===== src/rtl/cla_pipe_adder.sv =====
// Pipelined carry-lookahead adder/subtractor: one BLK-bit lookahead block per stage, carry
// registered between stages, global-stall valid/ready flow control, latency NBLK cycles.
module cla_pipe_adder #(
  parameter int WIDTH = 16,
  parameter int BLK   = 4
) (
  input  logic             clk,
  input  logic             rst,
  input  logic             in_valid,
  output logic             in_ready,
  input  logic [WIDTH-1:0] P,
  input  logic [WIDTH-1:0] Q,
  input  logic             Cin,
  input  logic             Sub,
  output logic             out_valid,
  input  logic             out_ready,
  output logic [WIDTH-1:0] Sum,
  output logic             Cout,
  output logic             Ovf,
  output logic             Zero
);

  localparam int NBLK = WIDTH / BLK;

  if ((BLK < 1) || ((WIDTH % ((BLK < 1) ? 1 : BLK)) != 0)) begin : g_bad_cfg
    $error("cla_pipe_adder: WIDTH must be a positive multiple of BLK");
  end

  // Carries c[0..BLK] of one block, each written as the flattened generate/propagate sum.
  function automatic logic [BLK:0] cla_carries(input logic [BLK-1:0] g,
                                               input logic [BLK-1:0] p,
                                               input logic           cin);
    logic [BLK:0] c;
    logic         term;
    c    = '0;
    c[0] = cin;
    for (int i = 0; i < BLK; i++) begin
      term = cin;
      for (int j = 0; j <= i; j++) term = term & p[j];
      c[i+1] = term;
      for (int j = 0; j <= i; j++) begin
        term = g[j];
        for (int m = j + 1; m <= i; m++) term = term & p[m];
        c[i+1] = c[i+1] | term;
      end
    end
    return c;
  endfunction

  // Stage k holds a beat waiting for block k to be resolved.
  logic [NBLK-1:0]  vld_q, vld_d;
  logic [NBLK-1:0]  c_q, c_d;
  logic [WIDTH-1:0] a_q [NBLK];
  logic [WIDTH-1:0] a_d [NBLK];
  logic [WIDTH-1:0] b_q [NBLK];
  logic [WIDTH-1:0] b_d [NBLK];
  logic [WIDTH-1:0] s_q [NBLK];
  logic [WIDTH-1:0] s_d [NBLK];

  logic             out_valid_q, out_valid_d;
  logic [WIDTH-1:0] sum_q, sum_d;
  logic             cout_q, cout_d, ovf_q, ovf_d, zero_q, zero_d;

  logic [BLK:0]     car  [NBLK];
  logic [BLK-1:0]   bsum [NBLK];
  logic [WIDTH-1:0] fsum;
  logic             adv;

  for (genvar k = 0; k < NBLK; k++) begin : g_blk
    logic [BLK-1:0] ab, bb;
    assign ab      = a_q[k][k*BLK +: BLK];
    assign bb      = b_q[k][k*BLK +: BLK];
    assign car[k]  = cla_carries(ab & bb, ab ^ bb, c_q[k]);
    assign bsum[k] = (ab ^ bb) ^ car[k][BLK-1:0];
  end

  assign adv      = !out_valid_q | out_ready;
  assign in_ready = adv;

  always_comb begin
    vld_d       = vld_q;
    c_d         = c_q;
    a_d         = a_q;
    b_d         = b_q;
    s_d         = s_q;
    out_valid_d = out_valid_q;
    sum_d       = sum_q;
    cout_d      = cout_q;
    ovf_d       = ovf_q;
    zero_d      = zero_q;
    fsum        = s_q[NBLK-1];
    fsum[(NBLK-1)*BLK +: BLK] = bsum[NBLK-1];
    if (adv) begin
      vld_d[0] = in_valid;
      a_d[0]   = P;
      b_d[0]   = Sub ? ~Q : Q;
      c_d[0]   = Sub | Cin;
      s_d[0]   = '0;
      for (int k = 0; k < NBLK - 1; k++) begin
        vld_d[k+1] = vld_q[k];
        a_d[k+1]   = a_q[k];
        b_d[k+1]   = b_q[k];
        c_d[k+1]   = car[k][BLK];
        s_d[k+1]   = s_q[k];
        s_d[k+1][k*BLK +: BLK] = bsum[k];
      end
      out_valid_d = vld_q[NBLK-1];
      // Result registers only move when a real beat lands; bubbles leave them holding.
      if (vld_q[NBLK-1]) begin
        sum_d  = fsum;
        cout_d = car[NBLK-1][BLK];
        ovf_d  = car[NBLK-1][BLK] ^ car[NBLK-1][BLK-1];
        zero_d = (fsum == '0);
      end
    end
  end

  always_ff @(posedge clk) begin
    if (rst) begin
      vld_q       <= '0;
      c_q         <= '0;
      for (int k = 0; k < NBLK; k++) begin
        a_q[k] <= '0;
        b_q[k] <= '0;
        s_q[k] <= '0;
      end
      out_valid_q <= 1'b0;
      sum_q       <= '0;
      cout_q      <= 1'b0;
      ovf_q       <= 1'b0;
      zero_q      <= 1'b0;
    end else begin
      vld_q       <= vld_d;
      c_q         <= c_d;
      a_q         <= a_d;
      b_q         <= b_d;
      s_q         <= s_d;
      out_valid_q <= out_valid_d;
      sum_q       <= sum_d;
      cout_q      <= cout_d;
      ovf_q       <= ovf_d;
      zero_q      <= zero_d;
    end
  end

  assign out_valid = out_valid_q;
  assign Sum       = sum_q;
  assign Cout      = cout_q;
  assign Ovf       = ovf_q;
  assign Zero      = zero_q;

endmodule


===== config.mk =====
export PLATFORM = sky130hd
export DESIGN_NAME = cla_pipe_adder
export DESIGN_NICKNAME = d
export VERILOG_FILES = /design/src/rtl/cla_pipe_adder.sv
export SDC_FILE = /design/constraint.sdc
export NUM_CORES = 1
export LEC_CHECK = 0
export BUFFER_PORTS_ARGS = -buffer_cell sky130_fd_sc_hd__buf_2
export CORE_MARGIN = 2
export CORE_UTILIZATION = 26
export DETAILED_ROUTE_END_ITERATION = 6
export PLACE_DENSITY_LB_ADDON = 0.15
export SYNTH_ARGS = -nofsm -noshare
export SYNTH_HDL_FRONTEND = slang
export SYNTH_SLANG_ARGS = --single-unit

===== constraint.sdc =====
create_clock -name clk -period 2 [get_ports clk]
set_input_delay 0.4 -clock clk [delete_from_list [all_inputs] [get_ports clk]]
set_output_delay 0.4 -clock clk [all_outputs]
set_load 0.02 [all_outputs]

# After elaboration in Yosys (flattened, before gate mapping)
# Cells that the tools add are included.
# op_classes
addsub	0
multipliers	0
div	0
n_lt_le_gt_ge	0
eq_ne	0
shifts	0
mux	1
bitwise_logic	96
reduce_logical	3
# op_table
op	n
$or 1x1->1	42
$and 1x1->1	40
$xor 4x4->4	8
$and 4x4->4	4
$logic_not 16->1	1
$mux 16	1
$not 16->16	1
$reduce_and 2->1	1
$logic_not 1->1	1
$xor 1x1->1	1
# word_totals
ff_bits	180
latch_bits	0
ram_bits	0
rom_bits	0
inputBits	38
output_inout_bits	21
elab_cells	118
mem_count	0

# Longest topological paths before layout
# logic_depth
word_depth	10
ltp_mapped	7
mapped_depth_nobuf	6

# Worst setup path after synthesis
# No wires, ideal clock.
# synth_timing
path_type	register -> register
from	reg a_q[12] (netlist bit)
to	reg zero_q, in the netlist Zero
setup_time_ns	0.060
t_arrival_ns	1.704
required_time_ns	1.940
slack_ns	0.235
stages_incl_launch_ff	7
cell_sequence	dfxtp_1 -> ha_1 -> ha_1 -> o211a_1 -> or3_1 -> a211oi_1 -> a32o_1
# synth_via
elab_chain_len	9
elab_cells_between_ends	15
cone_classes	14 x bitwise; 1 x reduce/logical
# synth_lines
element	line	rtl
start, declared	53	logic [WIDTH-1:0] a_q [NBLK];
start signal, assigned by index	123	a_q[k] <= '0;
start signal, assigned	135	a_q <= a_d;
$xor 4x4->4	73, 74	
$and 1x1->1 (3 in series)	39	for (int j = 0; j <= i; j++) term = term & p[j];
$or 1x1->1 (3 in series)	44	c[i+1] = c[i+1] | term;
$xor 4x4->4 (*)	74	assign bsum[k] = (ab ^ bb) ^ car[k][BLK-1:0];
$logic_not 16->1 (*)	113	zero_d = (fsum == '0);
end signal, assigned	142	zero_q <= zero_d;
end, declared	62	logic cout_q, cout_d, ovf_q, ovf_d, zero_q, zero_d;
# Mark *: on every way between the ends. The rest lies on a longest branch, timed or not.
# A chain may end at the register's enable or synchronous reset.

# Worst setup path in the final report
# Same ends and word-level chain as after synthesis.

==> impl_metrics.env <==
export IMPL_layout_setup_ws_ps=132
export IMPL_syn_area_mm2=0.00529
export IMPL_final_cell_area_mm2=0.00648
export IMPL_place_ws_ps=146
export IMPL_viasPerCell=4.34
export IMPL_drt_iter0_markers=194
export IMPL_swShare_pct=21.2
export IMPL_yosys_area_top_type="dfxtp_1"
export IMPL_routedWlPerCell_um=12.0
export IMPL_drv_cap=0
export IMPL_drtAntennaViolNets=0
export IMPL_gr_total_overflow=0
export IMPL_route_vias_total=4217
export IMPL_path_class="register to register"
export IMPL_skew_ps=5.00
export IMPL_synth_edff_count=0
export IMPL_cts_made_buffers=17
export IMPL_path_buf_inv=0
export IMPL_grt_pass1_vias=3991
export IMPL_cp_start_kind="register"
export IMPL_layout_min_cycle_time_ps=1870
export IMPL_internal_power_uw=5140
export IMPL_io_pins=59
export IMPL_finish_utilization_pct=32.2
export IMPL_area_growth_pct=22.4
export IMPL_routed_wl_mm=11.7
export IMPL_dp_hpwl_mm=7.70
export IMPL_yosysSeqAreaShare_pct=49.9
export IMPL_worstPathMaxFanout=4
export IMPL_grtUsageTotal_pct=11.3
export IMPL_power_switching_uw=1380
export IMPL_cp_startpoint="a_q[12]"
export IMPL_async_reset_ff_share_pct=0
export IMPL_tightest_slew_ps=619
export IMPL_pwr_share_clk_pct=51.1
export IMPL_hold_end="a_q[53]"
export IMPL_cp_required_ps=2350
export IMPL_r2r_end="Zero"
export IMPL_syn_avg_cell_area_um2=8.21
export IMPL_critical_path_most_common_cell="ha_1"
export IMPL_grt_pass1_wl_mm=19.7
export IMPL_die_area_mm2=0.0215
export IMPL_first_pass_iters=4
export IMPL_insertion_delay_ps=410
export IMPL_tns_ps=0
export IMPL_worst_r2r_path_depth=6
export IMPL_dieWidth_um=147
export IMPL_p_leak_uw=0.00257
export IMPL_core_mm2=0.0201
export IMPL_max_stage_delay_ps=370
export IMPL_outcome="finished, final reports clean"
export IMPL_cts_setup_buffers=0
export IMPL_fin_crit_sh_pct=93.4
export IMPL_num_antenna_cells=0
export IMPL_grt_max_degree=107
export IMPL_drive_above_1_share_pct=14.4
export IMPL_antenna_found_initial=0
export IMPL_final_hold_violation_count=0
export IMPL_hold_buffers=0
export IMPL_arrival_ps=2220
export IMPL_ir_drop_v=0.000580
export IMPL_register_area_mm2=0.00264
export IMPL_clkSinkCount=132
export IMPL_reg2reg_slack_ps=130
export IMPL_seq_power_share_pct=43.3
export IMPL_synthFlopType="dfxtp_1"
export IMPL_post_route_drc_count=0
export IMPL_drv_slew=0
export IMPL_relSlewSlack_pct=58.7
export IMPL_crit_path_end_kind="register"
export IMPL_ys_ff_latch=132
export IMPL_r2r_start="a_q[12]"
export IMPL_cts_resized_gates=0
export IMPL_path_clk_slew_ps=60
export IMPL_die_h_um=147
export IMPL_dpl_instance_area_mm2=0.00584
export IMPL_synth_area_leaders="dfxtp_1, nand2_1, a21oi_1"
export IMPL_worstPathCellList="ha_1, ha_1, o211a_1, or3_1, a211oi_1, a32o_1"
export IMPL_hp_start="P[5]"
export IMPL_clockBufferDepth=2
export IMPL_routabilityCongestion=0.731
export IMPL_cts_root_buf="clkbuf_16"
export IMPL_yosysTopAreaCellShare_pct=49.9
export IMPL_row_count=52
export IMPL_nFillCells=2178
export IMPL_yosysWarnings=0
export IMPL_start_util_pct=26.3
export IMPL_syn_num_nets=707
export IMPL_rsz0062_at_grt="false"
export IMPL_critical_path_top_delay_family="compound AO/OA/AOI/OAI gates"
export IMPL_numPortBuffers=58
export IMPL_cp_slowest_cell="or3_1"
export IMPL_cellPowerDensity_mw_per_mm2=1010
export IMPL_ys_types=34
export IMPL_postSynthCellCount=645
export IMPL_whs_path_depth=3
export IMPL_power_frac_comb_pct=5.6
export IMPL_multi_input_area_mm2=0.00241
export IMPL_cts_max_level=4
export IMPL_fin_hold_ws_ps=228
export IMPL_cts_tree="done"
export IMPL_fmaxAchievable_ghz=0.535
export IMPL_nets=750
export IMPL_holdCritPathClass="input port to register"
export IMPL_setup_violations=0
==> cell type report <==
| class | instances | share of cell area (%) |
|---|---|---|
| clock buffers | 23 | 7.53 |
| multi-input cells | 453 | 37.2 |
| flip-flops and latches | 132 | 40.8 |
| repair buffers | 68 | 6.06 |
| clock inverters | 9 | 2.30 |
| well taps | 270 | 5.21 |
| inverters | 16 | 0.946 |
==> power by group through the flow <==
| stage | logic [µW] | clock network (µW) | registers [µW] |
|---|---|---|---|
| 2_1_floorplan | 260 | 0 | 2860 |
| 3_5_place_dp | 372 | 0 | 2880 |
| 3_3_place_gp | 367 | 0 | 2880 |
| 5_1_grt | 420 | 3530 | 2840 |
| 6_report | 366 | 3330 | 2830 |
| 4_1_cts | 375 | 3430 | 2830 |
==> Yosys cell counts, drive strengths merged, types with 3 or more instances <==
cell type / number
ha: 20
dfxtp: 132
clkbuf: 22
a221oi: 3
nor3: 6
nand2: 197
nor2: 33
a211oi: 25
a21oi: 97
o31ai: 3
and2: 5
o21ai: 10
or3: 4
nand3: 10
xnor2: 19
fa: 4
inv: 15
buf: 22
==> layout by cell type (no fill, tap or decap), types with 6 or more instances in the layout <==
master     count
a211oi_1      25
a21oi_1       97
buf_2         57
buf_4          9
clkbuf_16     17
dfxtp_1      132
ha_1          20
inv_1         14
nand2_1      197
nand3_1       10
nor2_1        33
nor3_1         6
o21ai_0       10
xnor2_1       19
==> registers in the layout, summed over array words and instances, names as in the netlist <==
register / cells
s_q: 12
c_q: 4
fsum: 12
Ovf: 1
out_valid: 1
b_q: 40
Cout: 1
a_q: 40
vld_q: 4
Sum: 16
Zero: 1
==> tightest hold or removal path, cell delays in order <==
cell,delay (ps)
buf_2,100
nand2_1,50
a21oi_1,50
==> kinds of logic (layout without fill, tap and decap cells) <==
family	after synthesis	after routing	share of synthesized area (%)
compound gates	145	145	15.7
simple gates	263	263	19.9
xor+xnor	20	20	3.31
buf+inv	60	116	4.75
mux	1	1	0.189
fa+ha+maj	24	24	6.24
flops	132	132	49.9
==> per-layer routing <==
layer | track usage, % | vias up | routed length, µm
met5 | 0 | - | 0
met3 | 3.32 | 14 | 465
met4 | 4.51 | 0 | 167
li1 | - | 2217 | -
met1 | 15.3 | 1912 | 6120
met2 | 16.9 | 74 | 4940
==> metrics by stage <==
stage	power, µW	instances
4_1_cts	6630	971
3_3_place_gp	3250	939
2_1_floorplan	3120	645
3_5_place_dp	3250	939
5_1_grt	6790	971
6_report	6520	971
==> worst max-delay path by stage <==
stage | end | slack (ps) | cells past startpoint
after floorplan | Zero | 240 | 6
after global placement | Zero | 170 | 6
after detailed placement | Zero | 150 | 6
after CTS | Zero | 140 | 6
after global routing | Zero | 20 | 6
final | Zero | 130 | 6
(Power assumes the default switching activity.)
